==> config.mk <==
export PLATFORM = sky130hd
export DESIGN_NAME = decode_stage
export DESIGN_NICKNAME = d
export VERILOG_FILES = /design/src/rtl/riscv_pkg.sv /design/src/rtl/imm_gen.sv /design/src/rtl/decode_stage.sv
export SDC_FILE = /design/constraint.sdc
export NUM_CORES = 1
export LEC_CHECK = 0
export ABC_AREA = 0
export CAP_MARGIN = 30
export CORE_MARGIN = 2
export CORE_UTILIZATION = 25
export DETAILED_ROUTE_END_ITERATION = 10
export PLACE_DENSITY = 0.55
export SETUP_SLACK_MARGIN = 0.15
export SLEW_MARGIN = 20
export SYNTH_ARGS = -nofsm -noshare
export SYNTH_HDL_FRONTEND = slang
export SYNTH_HIERARCHICAL = 1
export SYNTH_SLANG_ARGS = --single-unit
==> constraint.sdc <==
create_clock -name clk -period 2.7 [get_ports clk]
set_clock_uncertainty 0.15 [all_clocks]
set_input_delay 0.405 -clock clk [delete_from_list [all_inputs] [get_ports clk]]
set_output_delay 0.405 -clock clk [all_outputs]
set_load 0.02 [all_outputs]
==> src/rtl/riscv_pkg.sv <==
// Opcode constants, format bit positions and the decoded-field record for the decode stage.
package riscv_pkg;

  localparam logic [6:0] R_TYPE   = 7'b0110011;
  localparam logic [6:0] R_TYPE_W = 7'b0111011;
  localparam logic [6:0] I_TYPE_0 = 7'b0010011;
  localparam logic [6:0] I_TYPE_1 = 7'b0000011;
  localparam logic [6:0] I_TYPE_2 = 7'b1100111;
  localparam logic [6:0] I_TYPE_3 = 7'b1110011;
  localparam logic [6:0] I_TYPE_W = 7'b0011011;
  localparam logic [6:0] S_TYPE   = 7'b0100011;
  localparam logic [6:0] B_TYPE   = 7'b1100011;
  localparam logic [6:0] U_TYPE_0 = 7'b0110111;
  localparam logic [6:0] U_TYPE_1 = 7'b0010111;
  localparam logic [6:0] J_TYPE   = 7'b1101111;

  // Bit positions inside the one-hot format vector {j,u,b,s,i,r}
  localparam int FMT_R = 0;
  localparam int FMT_I = 1;
  localparam int FMT_S = 2;
  localparam int FMT_B = 3;
  localparam int FMT_U = 4;
  localparam int FMT_J = 5;

  // XLEN-independent part of the decoded bundle; the stage wraps it with pc and imm.
  typedef struct packed {
    logic [4:0] rs1;
    logic [4:0] rs2;
    logic [4:0] rd;
    logic [6:0] op;
    logic [2:0] funct3;
    logic [6:0] funct7;
    logic [5:0] fmt;
    logic       word_op;
    logic       illegal;
  } decode_fields_t;

endpackage

==> src/rtl/imm_gen.sv <==
// Combinational immediate generator: picks the format's bit layout and sign-extends to XLEN.
module imm_gen
  import riscv_pkg::*;
#(
  parameter int XLEN = 32
) (
  input  logic [31:7]     instr,
  input  logic [5:1]      fmt,
  output logic [XLEN-1:0] imm
);

  logic [31:0] raw;

  always_comb begin
    raw = '0;
    if (fmt[FMT_I])
      raw = {{20{instr[31]}}, instr[31:20]};
    else if (fmt[FMT_S])
      raw = {{20{instr[31]}}, instr[31:25], instr[11:7]};
    else if (fmt[FMT_B])
      raw = {{19{instr[31]}}, instr[31], instr[7], instr[30:25], instr[11:8], 1'b0};
    else if (fmt[FMT_U])
      raw = {instr[31:12], 12'h000};
    else if (fmt[FMT_J])
      raw = {{11{instr[31]}}, instr[31], instr[19:12], instr[20], instr[30:21], 1'b0};
  end

  // Every layout is already sign-extended to 32 bits; widen from bit 31 for RV64.
  assign imm = XLEN'($signed(raw));

endmodule

==> src/rtl/decode_stage.sv <==
// Registered RV32I/RV64I decode stage with valid/ready handshakes, a skid entry and flush.
module decode_stage
  import riscv_pkg::*;
#(
  parameter int XLEN = 32,
  parameter int PC_W = XLEN
) (
  input  logic            clk,
  input  logic            reset,
  input  logic            flush_i,
  input  logic            valid_i,
  output logic            in_ready_o,
  input  logic [31:0]     instr_i,
  input  logic [PC_W-1:0] pc_i,
  output logic            valid_o,
  input  logic            ready_i,
  output logic [PC_W-1:0] pc_o,
  output logic [4:0]      rs1_o,
  output logic [4:0]      rs2_o,
  output logic [4:0]      rd_o,
  output logic [6:0]      op_o,
  output logic [2:0]      funct3_o,
  output logic [6:0]      funct7_o,
  output logic [5:0]      type_o,
  output logic            word_op_o,
  output logic            illegal_o,
  output logic [XLEN-1:0] imm_o
);

  localparam int IMM_W = XLEN;

  typedef struct packed {
    logic [PC_W-1:0]  pc;
    decode_fields_t   f;
    logic [IMM_W-1:0] imm;
  } decode_bundle_t;

  logic [5:0]       fmt;
  logic             word_op;
  logic [IMM_W-1:0] imm_dec;
  decode_bundle_t   dec;

  always_comb begin
    fmt     = '0;
    word_op = 1'b0;
    if (instr_i[1:0] == 2'b11) begin
      case (instr_i[6:0])
        R_TYPE: fmt[FMT_R] = 1'b1;
        R_TYPE_W:
          if (XLEN == 64) begin
            fmt[FMT_R] = 1'b1;
            word_op    = 1'b1;
          end
        I_TYPE_0, I_TYPE_1, I_TYPE_2, I_TYPE_3: fmt[FMT_I] = 1'b1;
        I_TYPE_W:
          if (XLEN == 64) begin
            fmt[FMT_I] = 1'b1;
            word_op    = 1'b1;
          end
        S_TYPE:             fmt[FMT_S] = 1'b1;
        B_TYPE:             fmt[FMT_B] = 1'b1;
        U_TYPE_0, U_TYPE_1: fmt[FMT_U] = 1'b1;
        J_TYPE:             fmt[FMT_J] = 1'b1;
        default:            fmt = '0;
      endcase
    end
  end

  imm_gen #(.XLEN(XLEN)) u_imm_gen (
    .instr (instr_i[31:7]),
    .fmt   (fmt[5:1]),
    .imm   (imm_dec)
  );

  always_comb begin
    dec           = '0;
    dec.pc        = pc_i;
    dec.f.rs1     = instr_i[19:15];
    dec.f.rs2     = instr_i[24:20];
    dec.f.rd      = instr_i[11:7];
    dec.f.op      = instr_i[6:0];
    dec.f.funct3  = instr_i[14:12];
    dec.f.funct7  = instr_i[31:25];
    dec.f.fmt     = fmt;
    dec.f.word_op = word_op;
    dec.f.illegal = (fmt == '0);
    dec.imm       = imm_dec;
  end

  decode_bundle_t out_q;
  decode_bundle_t skid_q;
  logic           valid_q;
  logic           skid_valid_q;
  logic           in_ready_q;

  logic accept;
  logic out_load;

  assign accept   = valid_i && in_ready_q;
  assign out_load = !valid_q || ready_i;

  // accept is never true while the skid is full, so the skid path cannot collide with a new input.
  always_ff @(posedge clk) begin
    if (reset) begin
      out_q        <= '0;
      skid_q       <= '0;
      valid_q      <= 1'b0;
      skid_valid_q <= 1'b0;
      in_ready_q   <= 1'b1;
    end else if (flush_i) begin
      valid_q      <= 1'b0;
      skid_valid_q <= 1'b0;
      in_ready_q   <= 1'b1;
    end else if (out_load) begin
      if (skid_valid_q) begin
        out_q        <= skid_q;
        valid_q      <= 1'b1;
        skid_valid_q <= 1'b0;
        in_ready_q   <= 1'b1;
      end else begin
        valid_q <= accept;
        if (accept)
          out_q <= dec;
      end
    end else if (accept) begin
      skid_q       <= dec;
      skid_valid_q <= 1'b1;
      in_ready_q   <= 1'b0;
    end
  end

  assign in_ready_o = in_ready_q;
  assign valid_o    = valid_q;
  assign pc_o       = out_q.pc;
  assign rs1_o      = out_q.f.rs1;
  assign rs2_o      = out_q.f.rs2;
  assign rd_o       = out_q.f.rd;
  assign op_o       = out_q.f.op;
  assign funct3_o   = out_q.f.funct3;
  assign funct7_o   = out_q.f.funct7;
  assign type_o     = out_q.f.fmt;
  assign word_op_o  = out_q.f.word_op;
  assign illegal_o  = out_q.f.illegal;
  assign imm_o      = out_q.imm;

endmodule

# Yosys cells after proc, flatten, opt, wreduce, memory -nomap -nowiden
# Cells that the tools add are included.
# totals
output_inout_bits	106
in_bits	69
word_cells	69
reg_bits	210
# classes
n_eq_ne	12
bitwise_logic	2
n_mux	18
n_reduce_logical	13
# op_table
cell	count
2-to-1 mux 104 bit	2
2-to-1 mux 32 bit	5
equality test 7 bit (second input constant)	4
equality test 7 x 6 -> 1 bit (second input constant)	3
equality test 7 x 5 -> 1 bit (second input constant)	2
2-to-1 mux 1 bit	10
equality test 7 x 2 -> 1 bit (second input constant)	1
zero test 6 bit	1
2-to-1 mux 6 bit	1
AND reduction 3 bit	2
nonzero test 2 bit	2
OR reduction 2 bit	2
OR reduction 4 bit	1
OR reduction 3 bit	1
equality test 2 bit (second input constant)	1
!= test 2 bit (second input constant)	1
NOT 1 bit	2
AND reduction 2 bit	1
logical AND 1 bit	1
zero test 1 bit	1
logical OR 1 bit	1

# Longest topological paths before layout
# logic_depth
ltp_word	11
depth_mapped	10

# Modules after synthesis
# Netlist, hierarchy kept.
# modules_own_cells
mod	area_per_inst_um2	cells_each	n_inst	seq_area_each_um2
decode_stage	8260.4	945	1	4184.0
imm_gen	362.8	66	1	0.0

# Worst setup path before layout
# Ideal clock, no wire load.
# synth_timing
path_type	input -> register
start	input instr_i[6]
end	register out_q (netlist bit imm_o[12])
arrival_time_ns	2.242
path_buffers	2
cell_stages	9
setup_ns	0.086
path_slack_ns	0.223
path_cell_list	clkbuf_1 and4bb_2 nor3b_1 or3_4 and2_1 buf_2 a21o_1 mux2i_1 a211oi_1
# synth_lines
item	line	rtl
from (decl)	decode_stage.sv:13	input logic [31:0] instr_i,
to (signal assigned)	decode_stage.sv:116	out_q <= skid_q;
to (decl)	decode_stage.sv:90	decode_bundle_t out_q;

==> flow_summary.yaml <==
layout:
  fin_nets: 1235
  utilization: 0.3462
  area_growth_pct: 37.67
  register_area_um2: 4188
  multiInputGateArea_um2: 4085
  diodes: 0
  layout-drive-gt1-share: 0.07861
  fillers: 3556
sta:
  min_period_ns: 2.456
  setup_viol: 0
  hold_viol_final: 0
  tightest_slew_ns: 0.8470
  rsz0062_at_grt: "false"
  relSlewSlack: 0.4353
  tns_ns: 0
  post-route-period-util: 0.9097
  fmax_ghz: 0.4071
  timing.final.ws_setup_ns: 0.2438
  maxSlewViolCount: 0
setup_path:
  r2r_end: "imm_o[8]"
  rrSetupSlack_ns: 0.83
  slowest_stage: "clkdlybuf4s50_1"
  cp_data_arrival_time_ns: 2.74
  r2r-start: "in_ready_o"
  critPathTopFamily: "buffers and inverters"
  startpoint_type: "primary input"
  path_buf_inv: 3
  worst-r2r-cell-count: 6
  max_stage_delay_ns: 0.52
  worstPathMaxFanout: 6
  critPathKind: "in2reg"
  crit_chain: "clkdlybuf4s50_1 -> xor2_1 -> a31o_2 -> and2_1 -> buf_4 -> nor4b_4 -> buf_4 -> nand2_1 -> nand2_1 -> mux2i_1 -> a211oi_1"
  critical_path_required_ns: 2.99
  end_kind: "flop"
power:
  ir_worst_vdd_uv: 390.2
  p_sw_uw: 1871
  leakage_uw: 0.003965
  seqPwrFrac: 0.439
  p_int_uw: 5574
  swShare: 0.2513
  pwr-share-comb: 0.121
  pwr_density_cell_nw_per_um2: 627.1
  pwr-share-clk: 0.440
synthesis:
  ys.flop_type: "dfxtp_1"
  synth_top_area_share: 0.4852
  yosysWarningCount: 6
  syn-instance-count: 1011
  synth.distinct_cells: 44
  synth_area_um2: 8623
  yosys.area.top_type: "dfxtp_1"
  synthTopCellsByCount: "nand2_1, dfxtp_1, nor2_1"
  syn-num-nets: 1080
  yosysMostFrequentCell: "nand2_1"
  avgSynthCellArea_um2: 8.529
  async_flop_share: 0
  synth_seq_cells: 209
  yosysSeqAreaShare: 0.4852
  synth_edf_count: 0
  synth.area.top_cells: "dfxtp_1, mux2i_1, nand2_1"
clocking:
  root_buffer: "clkbuf_16"
  holdBufCountCts: 0
  ctsLongestPathBuffers: 3
  postCtsSetupRepairBufs: 0
  htree_levels: 1
  numCtsBuffers: 25
  cts_tree: "built"
  insertion_delay_ns: 0.53
  clkSlewWorstSetupHoldPaths_ns: 0.06
  cts.sinks: 209
global_routing:
  antenna_found_initial: 0
  gr-total-overflow: 0
  grt_max_degree: 108
  grt_use_total: 0.1371
  grt_pass1_wl_mm: 39.53
  grt_pass1_vias: 6970
job:
  max_cap_violations: 0
min_path:
  hold_class: "in2reg"
  holdPathEnd: "skid_q[53]"
  hold_path_depth: 3
  hold_start: "instr_i[3]"
place:
  gp_congestion: 0.7780
  dp_slack_ns: -0.3241
  port_buffers: 173
  dp.final_hpwl_mm: 16.61
route:
  postRouteAntennaNets: 0
  routed_wl_mm: 25.20
  first_iter_violations: 296
  vias: 7444
  first_pass_iters: 4
  vias_per_cell: 4.545
  wire_per_inst_um: 15.38
  drc: 0
floorplan:
  ios: 175
  num_rows: 68
  initial_core_util: 0.2515
  die_y_um: 189.7
  fp.dieArea_um2: 36000
  core-area_um2: 34290
  fp.dieW_um: 189.7
status:
  outcome: "finished clean"
## cell usage in the layout, fill, tap and decap left out, types with 2 or more instances in the layout
cell type and count:
nand2_1 230, dfxtp_1 208, clkdlybuf4s50_1 170, nor2_1 113, a21oi_1 107, mux2i_1 105, a211oi_1 101, buf_4 27
clkbuf_16 25, buf_12 14, and2_1 8, a21o_1 8, clkbuf_8 6, clkinv_2 6, nand2b_1 4, clkbuf_1 4
a311oi_1 3, nor2b_1 3, nand3_1 2, nor3_1 2, nand4b_1 2, dlymetal6s2s_1 2
## final cells by class
type | instances | share of cell area
Sequential cell | 209 | 0.3528
Multi-Input combinational cell | 714 | 0.3441
Timing Repair Buffer | 215 | 0.1875
Clock buffer | 35 | 0.06092
Tap cell | 455 | 0.04796
Clock inverter | 9 | 0.006429
Inverter | 1 | 0.0003162
## flip-flops by register name (all words and copies together) (netlist names), 3 cells and up
signal and flops:
op_o 7, type_o 6, rs1_o 5, imm_o 32, funct7_o 7, rd_o 5, funct3_o 3, pc_o 32
skid_q 103, rs2_o 5
## per-layer routing
metal	share of wire	vias to the layer above	GRT usage
met4	0.022	0	0.03637
met1	0.49	3460	0.1953
met3	0.055	36	0.02822
li1	-	3785	-
met2	0.43	163	0.2099
met5	0	-	0
## worst max path at each step
stage / startpoint / cells past startpoint / slack [ns] / endpoint
after floorplan: instr_i[6] / 9 / 0.22 / imm_o[12]
after global placement: instr_i[6] / 9 / -0.30 / imm_o[15]
after detailed placement: instr_i[6] / 9 / -0.32 / imm_o[17]
after CTS: instr_i[6] / 9 / 0.22 / imm_o[17]
after global routing: instr_i[2] / 11 / 0.14 / imm_o[29]
final: instr_i[2] / 11 / 0.24 / imm_o[29]
## cell families (layout without fill, tap and decap cells)
kind of cell,Yosys count,after routing,share of synthesized area
other,1,1,0.0004349
xor gates and xnor gates,1,1,0.001016
AOI/OAI and AO/OA,227,227,0.1666
and+or+nand+nor,380,380,0.1811
muxes,105,105,0.1219
DFF,209,209,0.4852
buffers and inverters,88,260,0.04382
## worst register-to-register path, stage by stage (launching register included)
cell and delay [ns]:
dfxtp_1 0.39, a21oi_1 0.16, nor3_4 0.30, buf_12 0.28, buf_12 0.23, nor2_1 0.06, a211oi_1 0.21
## power groups by stage
stage               combinational, uW  clock, uW  sequential, uW
floorplan                         309          0            3450
global placement                  908          0            3330
detailed placement                910          0            3330
CTS                               914       3390            3270
global route                      975       3540            3280
finish                            903       3280            3260
## through the flow
step,total power (uW),cells,cell area (um^2),hold slack [ns]
6_report,7445,1638,11870,0.07475
3_5_place_dp,4242,1593,11050,0.2963
2_1_floorplan,3757,1011,8623,0.2820
3_3_place_gp,4238,1593,11050,0.2908
4_1_cts,7572,1637,11850,0.2539
5_1_grt,7795,1638,11870,0.08795
## repair_timing
| action | CTS | global route |
|---|---|---|
| gates resized for setup | 0 | 5 |
| endpoints found under the hold margin | 0 | 0 |
| setup endpoints to repair | 0 | 17 |
(Power assumes the default switching activity.)
